## src/rtl/prog_loader.sv

```systemverilog
// prog_loader
//   Receives a program image over a byte stream and writes it into
//   instruction memory one 32-bit word at a time. The CPU is held in reset
//   until the whole image has arrived and its XOR checksum matches.
//
//   Stream layout: N_lo, N_hi (16-bit word count N), 4*N data bytes with
//   each word little-endian, then one checksum byte. The checksum is the
//   XOR of the data bytes only.
//
// Ports
//   clk        in   sole clock, all state updates on the rising edge
//   reset      in   synchronous, active-low reset
//   byte_valid in   an incoming byte is present
//   byte_data  in   [7:0] incoming byte value
//   byte_ready out  the byte is accepted this cycle (valid && ready)
//   write_en   out  one-cycle instruction memory write strobe
//   address    out  [31:0] instruction memory byte address (word_idx*4)
//   write_inst out  [31:0] word being written, held between writes
//   cpu_hold   out  keeps the CPU in reset until the load succeeds
//   load_done  out  program loaded and checksum verified
//   load_err   out  oversize length or checksum failure
module prog_loader #(
  parameter int MEM_BYTES = 1024
) (
  input  logic        clk,
  input  logic        reset,
  input  logic        byte_valid,
  input  logic [7:0]  byte_data,
  output logic        byte_ready,
  output logic        write_en,
  output logic [31:0] address,
  output logic [31:0] write_inst,
  output logic        cpu_hold,
  output logic        load_done,
  output logic        load_err
);

  // Compared against a 17-bit length so the check never wraps.
  localparam logic [16:0] MAX_WORDS = 17'(MEM_BYTES / 4);

  localparam logic [2:0] LEN_LO = 3'd0;
  localparam logic [2:0] LEN_HI = 3'd1;
  localparam logic [2:0] DATA   = 3'd2;
  localparam logic [2:0] WRITE  = 3'd3;
  localparam logic [2:0] CHK    = 3'd4;
  localparam logic [2:0] DONE   = 3'd5;
  localparam logic [2:0] ERR    = 3'd6;

  logic [2:0]  state_reg, state_next;
  logic [15:0] n_reg, n_next;
  logic [15:0] word_idx_reg, word_idx_next;
  logic [1:0]  byte_idx_reg, byte_idx_next;
  logic [7:0]  chk_reg, chk_next;
  logic [31:0] inst_reg, inst_next;

  logic        accept;
  logic        data_accept;
  logic [16:0] len_full;
  logic [15:0] word_idx_inc;

  assign accept       = byte_valid && byte_ready;
  assign data_accept  = accept && (state_reg == DATA);
  assign len_full     = {1'b0, byte_data, n_reg[7:0]};
  assign word_idx_inc = word_idx_reg + 16'd1;

  // Outputs are gated by reset so they take their safe values in the same
  // cycle reset is asserted, not one edge later.
  assign byte_ready = reset && ((state_reg == LEN_LO) || (state_reg == LEN_HI) ||
                                (state_reg == DATA)   || (state_reg == CHK));
  assign write_en   = reset && (state_reg == WRITE);
  assign load_done  = reset && (state_reg == DONE);
  assign load_err   = reset && (state_reg == ERR);
  assign cpu_hold   = !reset || (state_reg != DONE);
  assign address    = {14'd0, word_idx_reg, 2'b00};
  assign write_inst = inst_reg;

  // Byte lane k of the word under assembly takes the k-th data byte.
  genvar gi;
  generate
    for (gi = 0; gi < 4; gi++) begin : g_lane
      assign inst_next[8*gi +: 8] = (data_accept && (byte_idx_reg == 2'(gi)))
                                    ? byte_data : inst_reg[8*gi +: 8];
    end
  endgenerate

  always_comb begin
    state_next    = state_reg;
    n_next        = n_reg;
    word_idx_next = word_idx_reg;
    byte_idx_next = byte_idx_reg;
    chk_next      = chk_reg;
    case (state_reg)
      LEN_LO: begin
        if (accept) begin
          n_next     = {8'h00, byte_data};
          state_next = LEN_HI;
        end
      end
      LEN_HI: begin
        if (accept) begin
          n_next = len_full[15:0];
          if (len_full > MAX_WORDS)
            state_next = ERR;
          else if (len_full == 17'd0)
            state_next = CHK;
          else
            state_next = DATA;
        end
      end
      DATA: begin
        if (accept) begin
          byte_idx_next = byte_idx_reg + 2'd1;  // wraps to 0 after lane 3
          chk_next      = chk_reg ^ byte_data;
          if (byte_idx_reg == 2'd3)
            state_next = WRITE;
        end
      end
      WRITE: begin
        // address still shows the old index during the strobe; it advances
        // as we leave.
        word_idx_next = word_idx_inc;
        state_next    = (word_idx_inc == n_reg) ? CHK : DATA;
      end
      CHK: begin
        if (accept)
          state_next = (byte_data == chk_reg) ? DONE : ERR;
      end
      DONE:    state_next = DONE;
      ERR:     state_next = ERR;
      default: state_next = ERR;  // unreachable encoding: fail safe, CPU held
    endcase
  end

  always_ff @(posedge clk) begin
    if (!reset) begin
      state_reg    <= LEN_LO;
      n_reg        <= 16'd0;
      word_idx_reg <= 16'd0;
      byte_idx_reg <= 2'd0;
      chk_reg      <= 8'h00;
      inst_reg     <= 32'd0;
    end else begin
      state_reg    <= state_next;
      n_reg        <= n_next;
      word_idx_reg <= word_idx_next;
      byte_idx_reg <= byte_idx_next;
      chk_reg      <= chk_next;
      inst_reg     <= inst_next;
    end
  end

endmodule

```

## config.mk

```make
export PLATFORM = sky130hd
export DESIGN_NAME = prog_loader
export DESIGN_NICKNAME = d
export VERILOG_FILES = /design/src/rtl/prog_loader.sv
export SDC_FILE = /design/constraint.sdc
export NUM_CORES = 1
export LEC_CHECK = 0
export BUFFER_PORTS_ARGS = -buffer_cell sky130_fd_sc_hd__buf_4
export CORE_ASPECT_RATIO = 1.1
export CORE_MARGIN = 10
export CORE_UTILIZATION = 50
export CTS_CLUSTER_SIZE = 14
export DETAILED_ROUTE_END_ITERATION = 10
export GPL_ROUTABILITY_DRIVEN = 0
export PLACE_DENSITY = 0.74
export SLEW_MARGIN = 20
export SYNTH_ARGS = -nofsm -noshare
export SYNTH_HDL_FRONTEND = slang
export SYNTH_SLANG_ARGS = --single-unit
export TNS_END_PERCENT = 5
```

## constraint.sdc

```tcl
create_clock -name clk -period 6 [get_ports clk]
set_input_delay 0.9 -clock clk [delete_from_list [all_inputs] [get_ports clk]]
set_output_delay 0.9 -clock clk [all_outputs]
set_load 0.005 [all_outputs]
```

* Yosys cells after proc, flatten, opt, wreduce, memory -nomap -nowiden
Index checks and enable logic that the tools add are counted.
Widths: inputs -> output; s select.
** Operators by class
- Add/subtract/negate cells :: 2
- Order comparisons :: 1
- Eq/ne operators :: 17
- Reductions and logical operators :: 23
- Bitwise operators :: 2
- Shifts and indexed selects :: 0
- Multiplexer cells :: 13
- Multiply operators :: 0
- Divide/modulo/power cells :: 0
** Operators by type and width (count)
- $mux 16 :: 2
- $pmux 16 s2 :: 1
- $mux 3 :: 8
- $pmux 3 s6 :: 1
- $logic_not 17->1 :: 1
- $add 16x1->16 const B :: 1
- $eq 16x16->1 :: 1
- $gt 16x9->1 const B :: 1
- $logic_and 1x1->1 :: 10
- $eq 3x3->1 const B :: 3
- $eq 8x8->1 :: 1
- $ne 2x2->1 const B :: 4
- $xor 8x8->8 :: 1
- $eq 3x2->1 const B :: 2
- $reduce_and 3->1 :: 2
- $reduce_and 5->1 :: 1
- $eq 2x2->1 const B :: 2
- $logic_or 1x1->1 :: 4
- $eq 3x1->1 const B :: 1
- $logic_not 3->1 :: 1
- $ne 3x3->1 const B :: 1
- $add 2x1->2 const B :: 1
- $eq 2x1->1 const B :: 1
- $logic_not 2->1 :: 1
- other kinds (6) :: 6
** Storage, ports and cells
- Output and inout bits :: 69
- Bits in writable memories :: 0
- Input bits :: 11
- Register bits :: 77
- Latch bits :: 0
- Logic and storage cells :: 68
- Memories :: 0
- ROM bits :: 0

* Logic depth before layout (Yosys ltp)
Gate-level depths: netlist (run 1).
- Depth after elaboration :: 8
- Mapped depth :: 8
- Mapped depth without buffers :: 7

* Worst setup path after synthesis (run 1)
OpenSTA, ideal clock, no wires.
- Kind :: input-to-output
- Start point :: input port reset
- End point :: output port write_en
- Buffers on the path :: 3
- Data arrival time :: 1.745 ns
- Data required time :: 5.100 ns
- Stages :: 4
- Slack :: 3.355 ns
- Cell sequence :: clkbuf_1 clkbuf_1 clkbuf_1 and2_1
** On the way
- Word-level cells in the longest chain between the ends :: 1
** RTL lines
- start, declared :: line 26 : input logic reset,
- $logic_and 1x1->1 :: line 70 : assign write_en = reset && (state_reg == WRITE);
- end, declared :: line 30 : output logic write_en,
Every way passes these cells.

* Worst setup path in the final report (run 1)
- Start point :: input port reset
- End point :: output port load_done
** On the way
- Word-level cells in the longest chain between the ends :: 1
** RTL lines
- $logic_and 1x1->1 :: line 71 : assign load_done = reset && (state_reg == DONE);
- end, declared :: line 34 : output logic load_done,
Every way passes these cells.

==> results.txt, run 1 <==
Status -> finished clean
Crit path max fanout -> 83
Die Height -> 114 µm
Initial DRC Count -> 214
CP dominant cell by count -> buf_4
Relative slew slack -> 44.9%
Crit-path slowest cell -> buf_4
Final Hold Fails -> 0
Actual slew at the worst max-slew pin -> 0.820 ns
TNS Setup -> 0 ns
Crit path capture type -> output port
Syn Std Cell Area -> 3990 µm²
Max-cap violations -> 0
Setup violators final -> 0
Post-synthesis async set-or-reset flop share -> 0%
WP buf/inv -> 3
Final period util -> 49.4%
Top cell type's share of synthesized area -> 38.6%
Clock sink count -> 77
Pin count of the biggest net entering global routing -> 84
Core area -> 7830 µm²
Clk buf depth -> 2
Final Skew -> 0.00770 ns
Reg clk slew, reported paths -> 0.08 ns
Max FFs per register -> 32
Total power -> 1.05 mW
Starting Density -> 51.0%
PwrDens -> 228 nW/µm²
Crit start category -> input port
Synth area leaders -> dfxtp_1 (39%), xnor2_1 (8.6%), a21boi_0 (8.1%)
CP delay by family, top -> buffers and inverters
Largest stage delay, worst path -> 0.51 ns
Cell Chain, Critical Path -> buf_4, nand2_1, or2_2, inv_1, buf_4
Post-synth top area cell -> dfxtp_1
Critical path required time -> 5.10 ns
Nets -> 534
Global Route Usage Sum -> 15.8%
CTS tree -> done
Avg Synthesized Cell Area -> 8.32 µm²
Min-delay worst type -> flip-flop to flip-flop
Final ANT Viol Nets -> 0
CTS buffer count -> 9
Minimum clock period after layout -> 2.96 ns
Vias in the first global route -> 3345
Average wire per standard cell -> 15.3 µm
Die X -> 105 µm
Unrepaired setup endpoints after global routing -> false
Number of synthesized register bits -> 77
I/O Pins -> 80
Share of cells above drive strength 1 -> 17.2%
First-pass GRT wire length -> 16.0 mm
Clock Latency Late Sink -> 0.35 ns
Yosys cell types -> 46
Vias per cell -> 5.29
Cells after Synth -> 480
Crit Path Category -> input port to output port
Residual DRC count -> 0
Total global routing overflow -> 0
Via count -> 3338
H-tree depth -> 3
# port buffers -> 63
Post-synthesis sequential area ratio -> 38.6%
Detailed Place HPWL -> 6.73 mm
Initial antenna violation count -> 0
Post-Route WL -> 9.66 mm
Area grow syn2layout -> 15.6%
Num rows -> 34
Pleak -> 1.70 nW
Max Clk Rate -> 337 MHz
Yosys warns -> 0
Slew Viols, Final -> 0
EDFF count, synth -> 0
Ys flop type -> dfxtp_1
Die Area -> 12000 µm²
Arrival time worst endpoint -> 2.06 ns
Hold buffer count at cts -> 0
Clk Tree Root Cell -> clkbuf_8
Postcts setup bufs -> 0
# diodes -> 0
Hold WS -> 0.474 ns
TritonRoute pass-1 iters -> 4
Worst vdd ir -> 0.129 mV
Post-CTS Resized -> 0
==> where the power goes <==
group          switching (mW)  total (mW)  internal, mW
combinational          0.0546      0.0913        0.0366
sequential             0.0119       0.531         0.519
clock                   0.196       0.428         0.232
==> metal layers <==
layer  GRT usage [%]  vias up  share of wire (%)
met4            6.14        0                1.3
met3            4.85       10                8.2
met2            26.6       95                 48
met1            18.3     1563                 42
met5               0        -                  0
li1                -     1670                  -
==> kinds of logic (layout without fill, tap and decap cells) <==
group                      Yosys count  after routing  share of synthesized area [%]
buffers and inverters               58             86                           7.27
muxes                                2              2                          0.502
xor gates and xnor gates            53             53                           11.6
AOI/OAI and AO/OA                   83             83                           14.9
and+or+nand+nor                    200            200                           25.2
other                                1             16                         0.0940
adders and majority gates            6              6                           1.82
DFF                                 77             77                           38.6
==> tightest hold or removal path, delay by kind of cell, from the launching register on <==
kind	cells	cell delay, ns
DFF	1	0.32
AOI/OAI and AO/OA	1	0.07
and+or+nand+nor	1	0.05
==> layout by cell type, fill, tap and decap left out, drive strengths merged, types with 10 or more instances in the layout <==
master  instances
nor2           13
nand2          74
nor3           10
xnor2          39
conb           16
nand3          40
dfxtp          77
buf            64
nor2b          12
xor2           14
and2           21
o21ai          13
a21boi         43
==> cell usage after synthesis, types with 2 or more instances <==
| cell type | number |
|---|---|
| nand2_1 | 74 |
| a21oi_1 | 4 |
| o311ai_0 | 2 |
| o21ai_0 | 13 |
| or2_2 | 3 |
| and2_1 | 21 |
| nor3_1 | 10 |
| a31oi_1 | 2 |
| xnor2_1 | 39 |
| ha_1 | 5 |
| a22oi_1 | 8 |
| nand4_1 | 5 |
| inv_1 | 6 |
| buf_2 | 4 |
| nand3_1 | 39 |
| xor2_1 | 14 |
| or3_2 | 2 |
| nor2_1 | 13 |
| nor4_1 | 8 |
| dfxtp_1 | 77 |
| nand2b_1 | 2 |
| a21boi_0 | 43 |
| nor2b_1 | 12 |
| or3_1 | 4 |
| a211oi_1 | 3 |
| mux2i_1 | 2 |
| buf_4 | 16 |
| clkbuf_1 | 31 |
==> path summary, 6_finish.rpt <==
kind | from | end | slack, ns | depth (start not counted)
setup / recovery | reset | load_done | 3.04 | 5
hold / removal | write_inst[26]$_SDFFE_PN0P_ | write_inst[26]$_SDFFE_PN0P_ | 0.47 | 2
setup reg to reg | word_idx_reg[0]$_SDFFE_PN0P_ | state_reg[2]$_SDFFE_PN0P_ | 3.37 | 7
hold reg to reg | write_inst[26]$_SDFFE_PN0P_ | write_inst[26]$_SDFFE_PN0P_ | 0.47 | 2
==> area by class of cell <==
type | count | area, µm²
clock buffers | 9 | 124
well taps | 108 | 135
multi-input cells | 360 | 2220
fillers | 743 | 3210
clock inverters | 7 | 90.1
inverters | 6 | 22.5
repair buffers | 64 | 480
flip-flops and latches | 77 | 1540
==> through the flow <==
step / std cells / worst slack (ns) / util (%) / cell area, µm²
finish: 631 / 3.04 / 59.0 / 4610
global route: 631 / 2.93 / 59.0 / 4610
CTS: 631 / 3.05 / 59.0 / 4610
detailed placement: 615 / 2.93 / 56.2 / 4400
global placement: 615 / 3.04 / 56.2 / 4400
floorplan: 495 / 3.35 / - / 4050
Power figures use the tool's default switching activity.
==> run 2: changes to the inputs <==
==> constraint.sdc (replaced) <==
create_clock -name clk -period 3.05 [get_ports clk]
set_input_delay 0.4575 -clock clk [delete_from_list [all_inputs] [get_ports clk]]
set_output_delay 0.4575 -clock clk [all_outputs]
set_load 0.005 [all_outputs]
==> run 2 against run 1 <==
Count of clock-buffer cells in the layout increased by 1. Combinational power increased by 110%. Global-route usage increased by 0.64 points. Setup slack got worse by 2.6 ns. Cell area increased by 2.1%. Sequential share of layout area decreased by 0.67 points. Final cell count increased by 0.48%. Power increased by 120%. First-iteration DRC count increased by 5.6%. Register-to-register slack got worse by 2.9 ns. Critical path type is now flip-flop to flip-flop. Critical endpoint is now state_reg[2]$_SDFFE_PN0P_. Largest cell class unchanged.
==> results.txt, run 2 (synthesis gave the netlist of run 1 again) <==
Pin count of the biggest net entering global routing -> 82 (-2.4%)
CTS buffer count -> 9 (unchanged)
Crit path capture type -> flip-flop
Max FFs per register -> 32 (unchanged)
I/O Pins -> 80 (unchanged)
Minimum clock period after layout -> 2.59 ns
Clk Tree Root Cell -> clkbuf_8
Setup violators final -> 0 (unchanged)
Max Clk Rate -> 386 MHz
Max-cap violations -> 0 (unchanged)
Final ANT Viol Nets -> 0 (unchanged)
Detailed Place HPWL -> 6.74 mm (+0.23%)
Share of cells above drive strength 1 -> 17.5% (+0.28 points)
Arrival time worst endpoint -> 2.88 ns (+0.82 ns)
Core area -> 7830 µm² (unchanged)
Clock Latency Late Sink -> 0.36 ns (about the same)
Via count -> 3347 (+0.27%)
Die X -> 105 µm (unchanged)
# port buffers -> 63 (unchanged)
Min-delay worst type -> input port to flip-flop
Most common cell after layout, fill and taps aside -> dfxtp_1
PwrDens -> 494 nW/µm² (+120%)
Clk buf depth -> 2 (unchanged)
Critical path required time -> 3.33 ns (-1.77 ns)
Uppermost routed layer -> met4
TNS Setup -> 0 ns (unchanged)
Crit start category -> flip-flop
Slew Viols, Final -> 0 (unchanged)
Unrepaired setup endpoints after global routing -> false
Highest-count cells in the layout ignoring fill and taps -> dfxtp_1 (77), nand2_1 (74), buf_4 (67)
Crit Path Category -> flip-flop to flip-flop
Die Area -> 12000 µm² (unchanged)
Final Skew -> 0.00796 ns (+0.000266 ns)
CTS tree -> done
Layout Cells excl Fill -> 634 (+0.48%)
Post-CTS Resized -> 0 (unchanged)
First-pass GRT wire length -> 16.3 mm (+2.0%)
Final period util -> 85.0%
Total global routing overflow -> 0 (unchanged)
Initial DRC Count -> 226 (+5.6%)
TritonRoute pass-1 iters -> 4 (unchanged)
Initial antenna violation count -> 0 (unchanged)
Starting Density -> 51.0% (unchanged)
Clock sink count -> 77 (unchanged)
Nets -> 537 (+0.56%)
Postcts setup bufs -> 0 (unchanged)
Met2 wire length -> 4.67 mm (+0.52%)
Status -> finished clean
Actual slew at the worst max-slew pin -> 0.801 ns (-0.0192 ns)
Placed insts -> 618 (+0.49%)
Area grow syn2layout -> 18.0%
Final Hold Fails -> 0 (unchanged)
Relative slew slack -> 46.2% (+1.3 points)
H-tree depth -> 3 (unchanged)
Residual DRC count -> 0 (unchanged)
Average wire per standard cell -> 15.6 µm (+1.9%)
Vias per cell -> 5.28 (-0.20%)
Reg clk slew, reported paths -> 0.08 ns (about the same)
Hold buffer count at cts -> 0 (unchanged)
Metal1 wirelength -> 4.29 mm (+5.0%)
Vias in the first global route -> 3342 (-0.090%)
Worst vdd ir -> 0.317 mV (+150%)
Pleak -> 1.75 nW (+3.0%)
# diodes -> 0 (unchanged)
Dpl ws -> 0.451 ns (-2.48 ns)
Metal3 WL -> 650 µm (-18%)
Post-Route WL -> 9.89 mm (+2.4%)
Crit path max fanout -> 11 (-87%)
Num rows -> 34 (unchanged)
Final setup margin -> 0.456 ns (-2.58 ns)
Global Route Usage Sum -> 16.4% (+0.64 points)
Hold WS -> 0.442 ns (-0.0323 ns)
Die Height -> 114 µm (unchanged)
## run 2: critical path, cell delays in order, from the launching register on
cell and delay (ns):
dfxtp_1 0.50, ha_1 0.27, nand3_2 0.19, or3_1 0.41
o31ai_1 0.27, nand3_1 0.13, or4_1 0.55, a211oi_2 0.21
## run 2: cell type report
type,count,area (µm²)
tap,108,135
multi-input combinational,360,2220
clock inverter,6,159
fill,720,3120
sequential,77,1540
inverter,6,22.5
clock buffer,10,128
timing repair buffer,67,503
## run 2: path summary, 6_finish.rpt
kind | slack, ns | startpoint | cells past startpoint | end
setup / recovery | 0.46 | word_idx_reg[0]$_SDFFE_PN0P_ | 7 | state_reg[2]$_SDFFE_PN0P_
hold / removal | 0.44 | byte_data[1] | 3 | n_reg[1]$_SDFFE_PN0P_
setup reg to reg | 0.46 | word_idx_reg[0]$_SDFFE_PN0P_ | 7 | state_reg[2]$_SDFFE_PN0P_
hold reg to reg | 0.47 | write_inst[14]$_SDFFE_PN0P_ | 2 | write_inst[14]$_SDFFE_PN0P_
## run 2: routing by layer
metal | GRT usage, % | vias to the layer above
li1 | - | 1673
met5 | 0 | -
met2 | 25.8 | 102
met3 | 5.08 | 21
met4 | 8.88 | 0
met1 | 19.6 | 1551
## run 2: power breakdown
| part | switching [mW] | leakage (nW) | internal, mW | total (mW) |
|---|---|---|---|---|
| Combinational | 0.113 | 0.987 | 0.0754 | 0.188 |
| Sequential | 0.0186 | 0.622 | 1.02 | 1.04 |
| Clock | 0.388 | 0.141 | 0.711 | 1.10 |
| Total | 0.519 | 1.75 | 1.81 | 2.33 |
## run 2: metrics by stage
stage               power, mW  cell area, µm²  utilization, %
CTS                      2.33            4710            60.2
global route             2.40            4710            60.2
floorplan                1.21            4050               -
global placement         1.25            4420            56.5
finish                   2.33            4710            60.2
detailed placement       1.25            4420            56.5
==> run 3: changes to the inputs <==
--- a/config.mk
+++ b/config.mk
@@ -8,11 +8,10 @@
 export BUFFER_PORTS_ARGS = -buffer_cell sky130_fd_sc_hd__buf_4
 export CORE_ASPECT_RATIO = 1.1
 export CORE_MARGIN = 10
-export CORE_UTILIZATION = 50
+export CORE_UTILIZATION = 30
 export CTS_CLUSTER_SIZE = 14
 export DETAILED_ROUTE_END_ITERATION = 10
 export GPL_ROUTABILITY_DRIVEN = 0
-export PLACE_DENSITY = 0.74
 export SLEW_MARGIN = 20
 export SYNTH_ARGS = -nofsm -noshare
 export SYNTH_HDL_FRONTEND = slang
==> run 3 against run 2 <==
Flip-flop and latch count did not move. Highest routed layer unchanged. Largest power group unchanged. Power rose by 0.31%. Setup slack improved by 0.019 ns. Cell area rose by 1.8%. Critical path type unchanged. Fmax rose by 0.72%. Sequential power barely moved. Sequential share of layout area fell by 0.59 points. First-iteration DRC count fell by 12%. Core utilization fell by 24 points. Die area rose by 53%.
==> results.txt, run 3 (synthesis gave the netlist of run 1 again) <==
Final Skew -> 0.0110 ns (+0.00304 ns)
Vias per cell -> 4.88 (-7.6%)
Placed cell area -> 4490 µm² (+1.5%)
Most common cell after layout, fill and taps aside -> dfxtp_1
Reg clk slew, reported paths -> 0.07 ns (about the same)
Die X -> 130 µm (+24%)
Vias in the first global route -> 3262 (-2.4%)
Crit start category -> flip-flop
PwrDens -> 487 nW/µm² (-1.5%)
Initial antenna violation count -> 0 (unchanged)
Hold buffer count at cts -> 0 (unchanged)
Worst hold stages -> 3 (unchanged)
Via count -> 3352 (+0.15%)
Worst reg2reg path depth -> 7 (unchanged)
R2R Path Start -> word_idx_reg[0]$_SDFFE_PN0P_
# diodes -> 0 (unchanged)
Min-delay worst type -> input port to flip-flop
TNS Setup -> 0 ns (unchanged)
Crit Path Category -> flip-flop to flip-flop
Clk buf depth -> 2 (unchanged)
Post-Layout Inst Area -> 4800 µm² (+1.8%)
I/O Pins -> 80 (unchanged)
Setup violators final -> 0 (unchanged)
Detailed Place HPWL -> 7.40 mm (+9.7%)
Die Area -> 18300 µm² (+53%)
Share of cells above drive strength 1 -> 17.7% (+0.19 points)
Flop-to-flop setup slack -> 0.47 ns (+0.02 ns)
# port buffers -> 63 (unchanged)
Global Route Usage Sum -> 11.4% (-5.0 points)
Unrepaired setup endpoints after global routing -> false
Clock sink count -> 77 (unchanged)
Postcts setup bufs -> 0 (unchanged)
Crit path max fanout -> 11 (unchanged)
H-tree depth -> 3 (unchanged)
CTS tree -> done
Final ANT Viol Nets -> 0 (unchanged)
Starting Density -> 30.5% (-21 points)
Minimum clock period after layout -> 2.58 ns (-0.0185 ns)
Hold endpoint -> n_reg[1]$_SDFFE_PN0P_
Pleak -> 1.75 nW (about the same)
Average wire per standard cell -> 15.1 µm (-3.1%)
Relative slew slack -> 43.3% (-2.9 points)
Num rows -> 44 (+29%)
Max-cap violations -> 0 (unchanged)
Residual DRC count -> 0 (unchanged)
Worst vdd ir -> 0.249 mV (-21%)
Max Clk Rate -> 388 MHz (+0.72%)
Clock Latency Late Sink -> 0.34 ns (-0.02 ns)
Die Height -> 141 µm (+24%)
Slew Viols, Final -> 0 (unchanged)
Final period util -> 84.4% (-0.61 points)
Initial DRC Count -> 198 (-12%)
Final Hold Fails -> 0 (unchanged)
Total global routing overflow -> 0 (unchanged)
Critical path required time -> 3.32 ns (about the same)
Area grow syn2layout -> 20.2%
Crit path capture type -> flip-flop
Post-Route WL -> 10.4 mm (+5.0%)
Highest-count cells in the layout ignoring fill and taps -> dfxtp_1 (77), nand2_1 (74), buf_4 (67)
Core area -> 13100 µm² (+67%)
Status -> finished clean
Pin count of the biggest net entering global routing -> 82 (unchanged)
CTS buffer count -> 9 (unchanged)
Total power -> 2.33 mW (+0.31%)
Reg2reg end -> state_reg[2]$_SDFFE_PN0P_
First-pass GRT wire length -> 16.9 mm (+3.7%)
Actual slew at the worst max-slew pin -> 0.844 ns (+0.0426 ns)
Post-CTS Resized -> 0 (unchanged)
Clk Tree Root Cell -> clkbuf_16
Nets -> 537 (unchanged)
Max FFs per register -> 32 (unchanged)
Arrival time worst endpoint -> 2.85 ns (-0.03 ns)
Hold_sp -> byte_data[1]
TritonRoute pass-1 iters -> 6 (+2)
Hold WS -> 0.450 ns (+0.00848 ns)
Fin util -> 36.6% (-24 points)
## run 3: changes by cell type in the layout (fill, tap and decap cells not counted)
cell	change
clkbuf_16	+9
clkbuf_8	-9
bufinv_16	-4
clkinvlp_4	+3
inv_6	+2
clkbuf_1	-1
clkinv_4	-1
inv_8	+1
## run 3: cell type report
| cell class | count | area [µm²] |
|---|---|---|
| fill | 1355 | 8310 |
| multi-input combinational | 360 | 2220 |
| sequential | 77 | 1540 |
| timing repair buffer | 67 | 503 |
| clock buffer | 9 | 225 |
| tap | 161 | 201 |
| clock inverter | 7 | 81.3 |
| inverter | 6 | 22.5 |
## run 3: per-layer routing
metal / vias up / GRT usage (%) / part of all wire, %
met5: - / 0 / 0
met4: 0 / 4.32 / 1.5
met3: 16 / 3.90 / 6.8
met2: 89 / 17.9 / 46
met1: 1559 / 14.0 / 46
li1: 1688 / - / -
## run 3: per-stage QoR
step                      setup slack, ns  instances
final                               0.475        687
after global routing                0.291        687
after CTS                           0.459        687
after detailed placement            0.460        671
after global placement              0.555        671
after floorplan                     0.632        495
## run 3: report_power, final
group,switching (mW),internal [mW],total [mW]
Sequential,0.0247,1.02,1.05
Combinational,0.108,0.0742,0.182
Clock,0.460,0.645,1.10
## run 3: critical path, cell delays in order (launching register included)
cell and delay, ns:
dfxtp_1 0.48, ha_1 0.28, nand3_2 0.19, or3_1 0.41
o31ai_1 0.25, nand3_1 0.12, or4_1 0.56, a211oi_2 0.22
## run 3: worst max-delay path by stage
stage	startpoint	end	depth (start not counted)
floorplan	word_idx_reg[0]$_SDFFE_PN0P_	state_reg[2]$_SDFFE_PN0P_	8
global placement	word_idx_reg[0]$_SDFFE_PN0P_	state_reg[2]$_SDFFE_PN0P_	7
detailed placement	word_idx_reg[0]$_SDFFE_PN0P_	state_reg[2]$_SDFFE_PN0P_	7
CTS	word_idx_reg[0]$_SDFFE_PN0P_	state_reg[2]$_SDFFE_PN0P_	7
global route	word_idx_reg[0]$_SDFFE_PN0P_	state_reg[2]$_SDFFE_PN0P_	7
finish	word_idx_reg[0]$_SDFFE_PN0P_	state_reg[2]$_SDFFE_PN0P_	7
